[src/rtl/score_panel_if.sv]
// score_panel bus: game-state inputs, beam position, pixel and status outputs.
// The master drives state and beam; the slave (score_panel) returns pixels.
interface score_panel_if #(
  parameter int COLOR_BITS  = 24,
  parameter int NUM_PLAYERS = 2,
  parameter int SCORE_BITS  = 14
);
  localparam int CH = COLOR_BITS / 3;

  logic [3:0]                        level_i;
  logic [NUM_PLAYERS*SCORE_BITS-1:0] score_i;
  logic [9:0]                        hpos_i;
  logic [9:0]                        vpos_i;
  logic [CH-1:0]                     text_blue_o;
  logic [CH-1:0]                     text_green_o;
  logic [CH-1:0]                     text_red_o;
  logic                              text_enable_o;
  logic                              bcd_valid_o;
  logic                              busy_o;

  modport master (
    output level_i, score_i, hpos_i, vpos_i,
    input  text_blue_o, text_green_o, text_red_o,
    input  text_enable_o, bcd_valid_o, busy_o
  );

  modport slave (
    input  level_i, score_i, hpos_i, vpos_i,
    output text_blue_o, text_green_o, text_red_o,
    output text_enable_o, bcd_valid_o, busy_o
  );
endinterface

[src/rtl/score_panel.sv]
// Side-panel text renderer: level row plus one score row per player.
// Scores go through a shared sequential double-dabble engine.

// Compact procedural glyph set: character code in the low six bits,
// a line-dependent stripe pattern in the top two bits.
module ascii_rom (
  input  logic [9:0] addr_i,
  output logic [7:0] data_o
);
  assign data_o = {addr_i[1:0] ^ addr_i[3:2], addr_i[9:4]};
endmodule

module score_panel #(
  parameter int COLOR_BITS   = 24,
  parameter int NUM_PLAYERS  = 2,
  parameter int SCORE_BITS   = 14,
  parameter int DIGITS       = 4,
  parameter int FLASH_FRAMES = 32
) (
  input logic        clk_i,
  input logic        rst_i,
  score_panel_if.slave bus
);
  localparam int CH = COLOR_BITS / 3;
  localparam int PW = (NUM_PLAYERS > 1) ? $clog2(NUM_PLAYERS) : 1;
  localparam int BW = 4 * DIGITS;
  localparam int FW = $clog2(FLASH_FRAMES + 1);
  localparam int CW = $clog2(SCORE_BITS + 1);

  function automatic logic [63:0] pow10(input int n);
    logic [63:0] r;
    r = 64'd1;
    for (int i = 0; i < n; i++) r = r * 64'd10;
    return r;
  endfunction

  localparam logic [63:0] MAXV = pow10(DIGITS) - 64'd1;
  localparam logic [CH-1:0] BG = {3'b111, {(CH-3){1'b0}}};

  typedef enum logic [1:0] {IDLE, LOAD, SHIFT, STORE} state_t;

  state_t                state_q, state_d;
  logic [PW-1:0]         ptr_q, ptr_d, ptr_nxt;
  logic [SCORE_BITS-1:0] shreg_q, shreg_d;
  logic [SCORE_BITS-1:0] snap_q, snap_d;
  logic [BW-1:0]         bcd_q, bcd_d, dab;
  logic                  sat_q, sat_d;
  logic [CW-1:0]         cnt_q, cnt_d;
  logic                  store;

  logic [BW-1:0]          digits_q [NUM_PLAYERS];
  logic [SCORE_BITS-1:0]  last_q   [NUM_PLAYERS];
  logic [NUM_PLAYERS-1:0] conv_done_q;

  logic [SCORE_BITS-1:0] score_sel;
  logic                  over;
  logic [BW-1:0]         new_dig;

  assign score_sel = bus.score_i[int'(ptr_q)*SCORE_BITS +: SCORE_BITS];
  assign over      = {{(64-SCORE_BITS){1'b0}}, score_sel} > MAXV;
  assign ptr_nxt   = (ptr_q == PW'(NUM_PLAYERS-1)) ? '0 : ptr_q + 1'b1;
  assign new_dig   = sat_q ? {DIGITS{4'h9}} : bcd_q;

  // Add-3 correction on every BCD nibble of five or more.
  always_comb begin
    dab = bcd_q;
    for (int i = 0; i < DIGITS; i++) begin
      if (bcd_q[4*i +: 4] >= 4'd5)
        dab[4*i +: 4] = bcd_q[4*i +: 4] + 4'd3;
    end
  end

  // Converter next state: round-robin scan, load, shift, store.
  always_comb begin
    state_d = state_q;
    ptr_d   = ptr_q;
    shreg_d = shreg_q;
    snap_d  = snap_q;
    bcd_d   = bcd_q;
    sat_d   = sat_q;
    cnt_d   = cnt_q;
    store   = 1'b0;
    unique case (state_q)
      IDLE: begin
        if (score_sel != last_q[ptr_q] || !conv_done_q[ptr_q])
          state_d = LOAD;
        else
          ptr_d = ptr_nxt;
      end
      LOAD: begin
        snap_d  = score_sel;
        shreg_d = score_sel;
        bcd_d   = '0;
        cnt_d   = '0;
        sat_d   = over;
        state_d = over ? STORE : SHIFT;
      end
      SHIFT: begin
        bcd_d   = {dab[BW-2:0], shreg_q[SCORE_BITS-1]};
        shreg_d = shreg_q << 1;
        cnt_d   = cnt_q + 1'b1;
        if (cnt_q == CW'(SCORE_BITS-1))
          state_d = STORE;
      end
      STORE: begin
        store   = 1'b1;
        ptr_d   = ptr_nxt;
        state_d = IDLE;
      end
    endcase
  end

  // Converter state and datapath registers.
  always_ff @(posedge clk_i) begin
    if (rst_i) begin
      state_q <= IDLE;
      ptr_q   <= '0;
      shreg_q <= '0;
      snap_q  <= '0;
      bcd_q   <= '0;
      sat_q   <= 1'b0;
      cnt_q   <= '0;
    end else begin
      state_q <= state_d;
      ptr_q   <= ptr_d;
      shreg_q <= shreg_d;
      snap_q  <= snap_d;
      bcd_q   <= bcd_d;
      sat_q   <= sat_d;
      cnt_q   <= cnt_d;
    end
  end

  // Per-row results written back on STORE.
  always_ff @(posedge clk_i) begin
    if (rst_i) begin
      for (int p = 0; p < NUM_PLAYERS; p++) begin
        digits_q[p] <= '0;
        last_q[p]   <= '0;
      end
      conv_done_q <= '0;
    end else if (store) begin
      digits_q[ptr_q]    <= new_dig;
      last_q[ptr_q]      <= snap_q;
      conv_done_q[ptr_q] <= 1'b1;
    end
  end

  logic [3:0]           level_q;
  logic                 zero_q;
  logic                 at_zero;
  logic                 tick;
  logic [NUM_PLAYERS:0] trig;
  logic [NUM_PLAYERS:0] sup_v;
  logic [FW-1:0]        flash_q [NUM_PLAYERS+1];

  assign at_zero = (bus.hpos_i == 10'd0) && (bus.vpos_i == 10'd0);
  assign tick    = at_zero && !zero_q;

  // Blink triggers: index 0 is the level row, 1+p the score rows.
  always_comb begin
    trig    = '0;
    trig[0] = bus.level_i != level_q;
    for (int p = 0; p < NUM_PLAYERS; p++) begin
      trig[p+1] = store && (ptr_q == PW'(p)) &&
                  (new_dig != digits_q[p]);
    end
    for (int i = 0; i <= NUM_PLAYERS; i++)
      sup_v[i] = (flash_q[i] != '0) && flash_q[i][2];
  end

  // Level copy and frame-start edge detector.
  always_ff @(posedge clk_i) begin
    if (rst_i) begin
      level_q <= bus.level_i;
      zero_q  <= 1'b0;
    end else begin
      level_q <= bus.level_i;
      zero_q  <= at_zero;
    end
  end

  // Blink counters: reload on trigger, count frames down to zero.
  always_ff @(posedge clk_i) begin
    for (int i = 0; i <= NUM_PLAYERS; i++) begin
      if (rst_i)
        flash_q[i] <= '0;
      else if (trig[i])
        flash_q[i] <= FW'(FLASH_FRAMES);
      else if (tick && flash_q[i] != '0)
        flash_q[i] <= flash_q[i] - 1'b1;
    end
  end

  logic [5:0] col;
  logic [4:0] row;
  int         idx;
  logic       cell_in;
  logic       cell_sup;
  logic [5:0] code;

  assign col = bus.hpos_i[9:4];
  assign row = bus.vpos_i[9:5];
  assign idx = int'(col) - 29;

  // Cell decode: which text cell the beam is in and its glyph code.
  always_comb begin
    cell_in  = 1'b0;
    cell_sup = 1'b0;
    code     = 6'd0;
    if (row == 5'd10 && col >= 6'd29 && col <= 6'd35) begin
      cell_in  = 1'b1;
      cell_sup = sup_v[0];
      case (idx)
        0, 4:    code = 6'd22;
        1, 3:    code = 6'd15;
        2:       code = 6'd32;
        5:       code = 6'd37;
        default: code = {2'b00, bus.level_i} + 6'd1;
      endcase
    end
    for (int p = 0; p < NUM_PLAYERS; p++) begin
      if (row == 5'(11+p) && col >= 6'd29 &&
          col <= 6'(31+DIGITS)) begin
        cell_in  = 1'b1;
        cell_sup = sup_v[p+1];
        if (idx == 0)
          code = 6'd26;
        else if (idx == 1)
          code = 6'(p+2);
        else if (idx == 2)
          code = 6'd37;
        else
          code = {2'b00,
                  digits_q[p][4*(DIGITS+2-idx) +: 4]} + 6'd1;
      end
    end
  end

  logic       s1_in_q;
  logic       s1_sup_q;
  logic [9:0] s1_addr_q;
  logic [2:0] s1_sel_q;
  logic [7:0] rom_data;
  logic       pix_on;
  logic       unused_pos;

  assign unused_pos = &{1'b0, bus.hpos_i[0], bus.vpos_i[0]};

  // Stage 1: cell decode and glyph address.
  always_ff @(posedge clk_i) begin
    if (rst_i) begin
      s1_in_q   <= 1'b0;
      s1_sup_q  <= 1'b0;
      s1_addr_q <= '0;
      s1_sel_q  <= '0;
    end else begin
      s1_in_q   <= cell_in;
      s1_sup_q  <= cell_sup;
      s1_addr_q <= {code, bus.vpos_i[4:1]};
      s1_sel_q  <= ~bus.hpos_i[3:1];
    end
  end

  ascii_rom u_rom (
    .addr_i (s1_addr_q),
    .data_o (rom_data)
  );

  assign pix_on = rom_data[s1_sel_q] & ~s1_sup_q;

  logic          en_q, en_d;
  logic [CH-1:0] rgb_q, rgb_d;

  // Stage 2 colour: ink is black, background light grey.
  always_comb begin
    en_d  = s1_in_q;
    rgb_d = '0;
    if (s1_in_q && !pix_on)
      rgb_d = BG;
  end

  // Stage 2: registered pixel outputs.
  always_ff @(posedge clk_i) begin
    if (rst_i) begin
      en_q  <= 1'b0;
      rgb_q <= '0;
    end else begin
      en_q  <= en_d;
      rgb_q <= rgb_d;
    end
  end

  assign bus.text_enable_o = en_q;
  assign bus.text_red_o    = rgb_q;
  assign bus.text_green_o  = rgb_q;
  assign bus.text_blue_o   = rgb_q;
  assign bus.bcd_valid_o   = &conv_done_q;
  assign bus.busy_o        = state_q != IDLE;
endmodule

[src/flat_wrapper.sv]
// flat-port wrapper written by rule: the top's interface ports become plain ports
module score_panel_flat 
#(
  parameter int COLOR_BITS   = 24,
  parameter int NUM_PLAYERS  = 2,
  parameter int SCORE_BITS   = 14,
  parameter int DIGITS       = 4,
  parameter int FLASH_FRAMES = 32
)
  (clk_i, rst_i, bus_level_i, bus_score_i, bus_hpos_i, bus_vpos_i, bus_text_blue_o, bus_text_green_o, bus_text_red_o, bus_text_enable_o, bus_bcd_valid_o, bus_busy_o);
  score_panel_if #(.COLOR_BITS(COLOR_BITS), .NUM_PLAYERS(NUM_PLAYERS), .SCORE_BITS(SCORE_BITS)) bus_i ();
  input logic clk_i;
  input logic rst_i;
  input wire logic [$bits(bus_i.level_i)-1:0] bus_level_i;
  input wire logic [$bits(bus_i.score_i)-1:0] bus_score_i;
  input wire logic [$bits(bus_i.hpos_i)-1:0] bus_hpos_i;
  input wire logic [$bits(bus_i.vpos_i)-1:0] bus_vpos_i;
  output wire logic [$bits(bus_i.text_blue_o)-1:0] bus_text_blue_o;
  output wire logic [$bits(bus_i.text_green_o)-1:0] bus_text_green_o;
  output wire logic [$bits(bus_i.text_red_o)-1:0] bus_text_red_o;
  output wire logic [$bits(bus_i.text_enable_o)-1:0] bus_text_enable_o;
  output wire logic [$bits(bus_i.bcd_valid_o)-1:0] bus_bcd_valid_o;
  output wire logic [$bits(bus_i.busy_o)-1:0] bus_busy_o;
  assign bus_i.level_i = bus_level_i;
  assign bus_i.score_i = bus_score_i;
  assign bus_i.hpos_i = bus_hpos_i;
  assign bus_i.vpos_i = bus_vpos_i;
  assign bus_text_blue_o = bus_i.text_blue_o;
  assign bus_text_green_o = bus_i.text_green_o;
  assign bus_text_red_o = bus_i.text_red_o;
  assign bus_text_enable_o = bus_i.text_enable_o;
  assign bus_bcd_valid_o = bus_i.bcd_valid_o;
  assign bus_busy_o = bus_i.busy_o;
  score_panel #(.COLOR_BITS(COLOR_BITS), .NUM_PLAYERS(NUM_PLAYERS), .SCORE_BITS(SCORE_BITS), .DIGITS(DIGITS), .FLASH_FRAMES(FLASH_FRAMES)) u_core (.clk_i(clk_i), .rst_i(rst_i), .bus(bus_i));
endmodule
[config.mk]
export PLATFORM = sky130hd
export DESIGN_NAME = score_panel_flat
export DESIGN_NICKNAME = d
export VERILOG_FILES = /design/src/rtl/score_panel_if.sv /design/src/rtl/score_panel.sv /design/src/flat_wrapper.sv
export SDC_FILE = /design/constraint.sdc
export NUM_CORES = 1
export LEC_CHECK = 0
export CAP_MARGIN = 20
export CORE_MARGIN = 2
export CORE_UTILIZATION = 40
export CTS_CLUSTER_DIAMETER = 80
export DETAILED_ROUTE_END_ITERATION = 10
export MAX_ROUTING_LAYER = met4
export PLACE_DENSITY = 0.69
export SLEW_MARGIN = 20
export SYNTH_ARGS = -nofsm -noshare
export SYNTH_HDL_FRONTEND = slang
export SYNTH_SLANG_ARGS = --single-unit
[constraint.sdc]
create_clock -name clk_i -period 9.55 [get_ports clk_i]
set_input_delay 2.3875 -clock clk_i [delete_from_list [all_inputs] [get_ports clk_i]]
set_output_delay 2.3875 -clock clk_i [all_outputs]
set_load 0.005 [all_outputs]
==> metrics.yaml <==
clock_tree:
  postCtsSetupBuffers: 0
  clk_latency_ps: 440
  clock-sinks: 155
  cts_resized: 0
  numCtsBuffers: 17
  h-tree-depth: 4
  path_clk_slew_ps: 70
  cts_tree: "done"
  cts-root-buf: "clkbuf_16"
  clockBufferDepth: 2
  cts-hold-fix-buffers: 0
die:
  initial_core_util_pct: 40.5
  io_pins: 81
  rows: 55
  fp.coreArea_um2: 22600
  dieArea_um2: 24100
  die_h_um: 155
  die_w_um: 155
timing:
  fin_crit_ps: 6100
  setup_violations: 0
  worst_pin_slew_ps: 961
  maxSlewHeadroom_pct: 35.7
  fin_setup_tns_ps: 0
  rsz0062_at_grt: "no"
  post-route-period-util_pct: 63.8
  max_freq_mhz: 164
  skew_ps: 10.8
  hold_viol: 0
  drv_slew: 0
setup_path:
  crit_fanout: 22
  max_stage_delay_ps: 1080
  cpMaxStageDelayCell: "clkdlybuf4s50_1"
  endpoint_kind: "register"
  cp_cell_sequence: "clkdlybuf4s50_1, inv_1, ha_1, nor2_1, mux4_2, and2_1, ha_1, o21a_1, or4b_1, nand4_1, a21oi_1"
  critPathArrivalTime_ps: 6400
  cp.required_ps: 9850
  crit_path_start_kind: "primary input"
  cp_common_cell: "ha_1"
  critPathKind: "in -> reg"
global_routing:
  grt_start_max_net_pins: 54
  grtUsageTotal_pct: 18.6
  overflow: 0
  grt_first_pass_wirelength_um: 34700
  grt_pass1_vias: 6773
  antenna_found_initial: 0
placed_design:
  dp_hpwl_um: 14600
  portBuffers: 65
  gp_congestion: 0.918
  placed_cells: 1241
synthesis:
  syn_inst: 951
  syn_area_um2: 9150
  ys_async_sr_fraction_pct: 0
  synth-edff-count: 78
  yosys_warnings: 0
  ys_types: 77
  ys.flop_type: "edfxtp_1"
  avgSynthCellArea_um2: 9.62
  yosys-top-cells-area: "edfxtp_1, dfxtp_1, mux2i_1"
  synth_seq_cells: 155
  yosys.cell_count.top_type: "nor2_1"
  seq_area_frac_synth_pct: 42.4
  synth_top_area_share_pct: 25.6
  yosys-top-cells-count: "nor2_1, edfxtp_1, dfxtp_1, mux2i_1, nand2_1"
  yosysTopAreaCell: "edfxtp_1"
power_and_ir_drop:
  leakage_nw: 3.66
  powerDensity_nw_per_um2: 192
  peakVddDrop_mv: 0.0976
  total_power_mw: 1.98
drt:
  via_per_inst: 5.54
  first_pass_iters: 5
  drc: 0
  wl_per_cell_um: 16.7
  via_count: 7047
  wl_um: 21300
  ant_nets: 0
  drt_iter0_drc: 650
min_path:
  hp-class: "reg -> reg"
finish:
  area_growth_pct: 12.9
  num-fill-cells: 2099
  diodes: 0
  drive_above_1_share_pct: 7.29
  fin_cells: 1273
  nNetsFinal: 1057
outcome:
  outcome: "finished, final reports clean"
job:
  cap_violations: 0
-- final cells by class --
type	instances	area, um^2	area share (%)
clock buffers	17	425	4.12
clock inverters	15	154	1.49
well taps	285	357	3.45
flip-flops and latches	155	3880	37.6
repair buffers	73	706	6.83
inverters	44	165	1.60
multi-input cells	684	4640	44.9
-- state kept, by name (all words and copies together), names as in the netlist, 2 cells and up, named ones only --
register            cells
u_core.conv_done_q      2
u_core.s1_addr_q       10
u_core.flash_q         18
u_core.level_q          4
u_core.bcd_q           16
u_core.last_q          28
u_core.shreg_q         14
u_core.snap_q          14
u_core.state_q          2
u_core.s1_sel_q         3
u_core.cnt_q            4
u_core.digits_q        32
-- kinds of logic (layout without fill, tap and decap cells) --
kind of cell | Yosys count | in the layout | synth area share [%]
AND/OR/NAND/NOR | 348 | 348 | 19.6
AO/OA/AOI/OAI | 170 | 170 | 12.5
flip-flops | 155 | 155 | 42.4
buffers and inverters | 126 | 149 | 7.47
multiplexers | 66 | 66 | 8.67
XOR/XNOR | 57 | 57 | 5.46
adder cells (fa/ha/maj) | 28 | 28 | 3.83
other | 1 | 15 | 0.0410
-- per-stage QoR --
stage | hold WS [ps] | area (um^2) | setup WS (ps) | util (%)
finish | 454 | 10300 | 3450 | 45.8
global route | 483 | 10300 | 3140 | 45.8
CTS | 456 | 10300 | 3460 | 45.8
detailed placement | 429 | 9750 | 2990 | 43.2
global placement | 437 | 9750 | 3090 | 43.2
floorplan | 418 | 9200 | 4540 | -
-- where the power goes --
part	switching (mW)	total, mW	internal [mW]
clock	0.314	0.661	0.347
sequential	0.0610	0.848	0.787
combinational	0.278	0.469	0.191
total	0.653	1.98	1.33
-- layer usage --
| layer | global-route usage (%) | vias up | part of all wire (%) |
|---|---|---|---|
| met3 | 3.45 | 27 | 5.4 |
| met5 | - | - | 0 |
| li1 | - | 3452 | - |
| met4 | 6.82 | 0 | 1.9 |
| met2 | 29.5 | 194 | 46 |
| met1 | 23.9 | 3374 | 46 |
-- cell usage in the layout (no fill, tap or decap), drive strengths merged, types with 4 or more instances in the layout --
master / instances
nor2: 115
edfxtp: 78
dfxtp: 77
clkdlybuf4s50: 64
mux2i: 50
inv: 50
nand2: 47
nor3: 45
a21oi: 39
o21ai: 36
xnor2: 29
xor2: 28
ha: 28
and2: 22
and3: 18
nand3: 18
nor4: 18
clkbuf: 17
a31oi: 17
a211oi: 16
conb: 15
nand2b: 12
mux4: 10
nor2b: 10
buf: 9
a22oi: 8
o31ai: 7
nand4: 7
nor3b: 7
clkinv: 7
o32ai: 6
nand3b: 6
mux2: 6
a311oi: 5
or4: 4
o211ai: 4
a32oi: 4
or3: 4
-- critical path: cells and delay by family --
kind	cells	cell delay [ps]
simple gates	4	1490
buf+inv	2	1360
fa+ha+maj	2	530
mux	1	440
compound gates	2	170
-- worst paths after layout --
| check | from | slack, ps | cells after the start | end |
|---|---|---|---|---|
| hold / removal | u_core.s1_sup_q | 450 | 1 | u_core.bus.text_blue_o[6] |
| hold reg to reg | u_core.s1_sup_q | 450 | 1 | u_core.bus.text_blue_o[6] |
| setup / recovery | bus_hpos_i[4] | 3450 | 11 | u_core.s1_addr_q[6] |
| setup reg to reg | u_core.state_q[0] | 6620 | 9 | u_core.cnt_q[2] |
(Power assumes the default switching activity.)
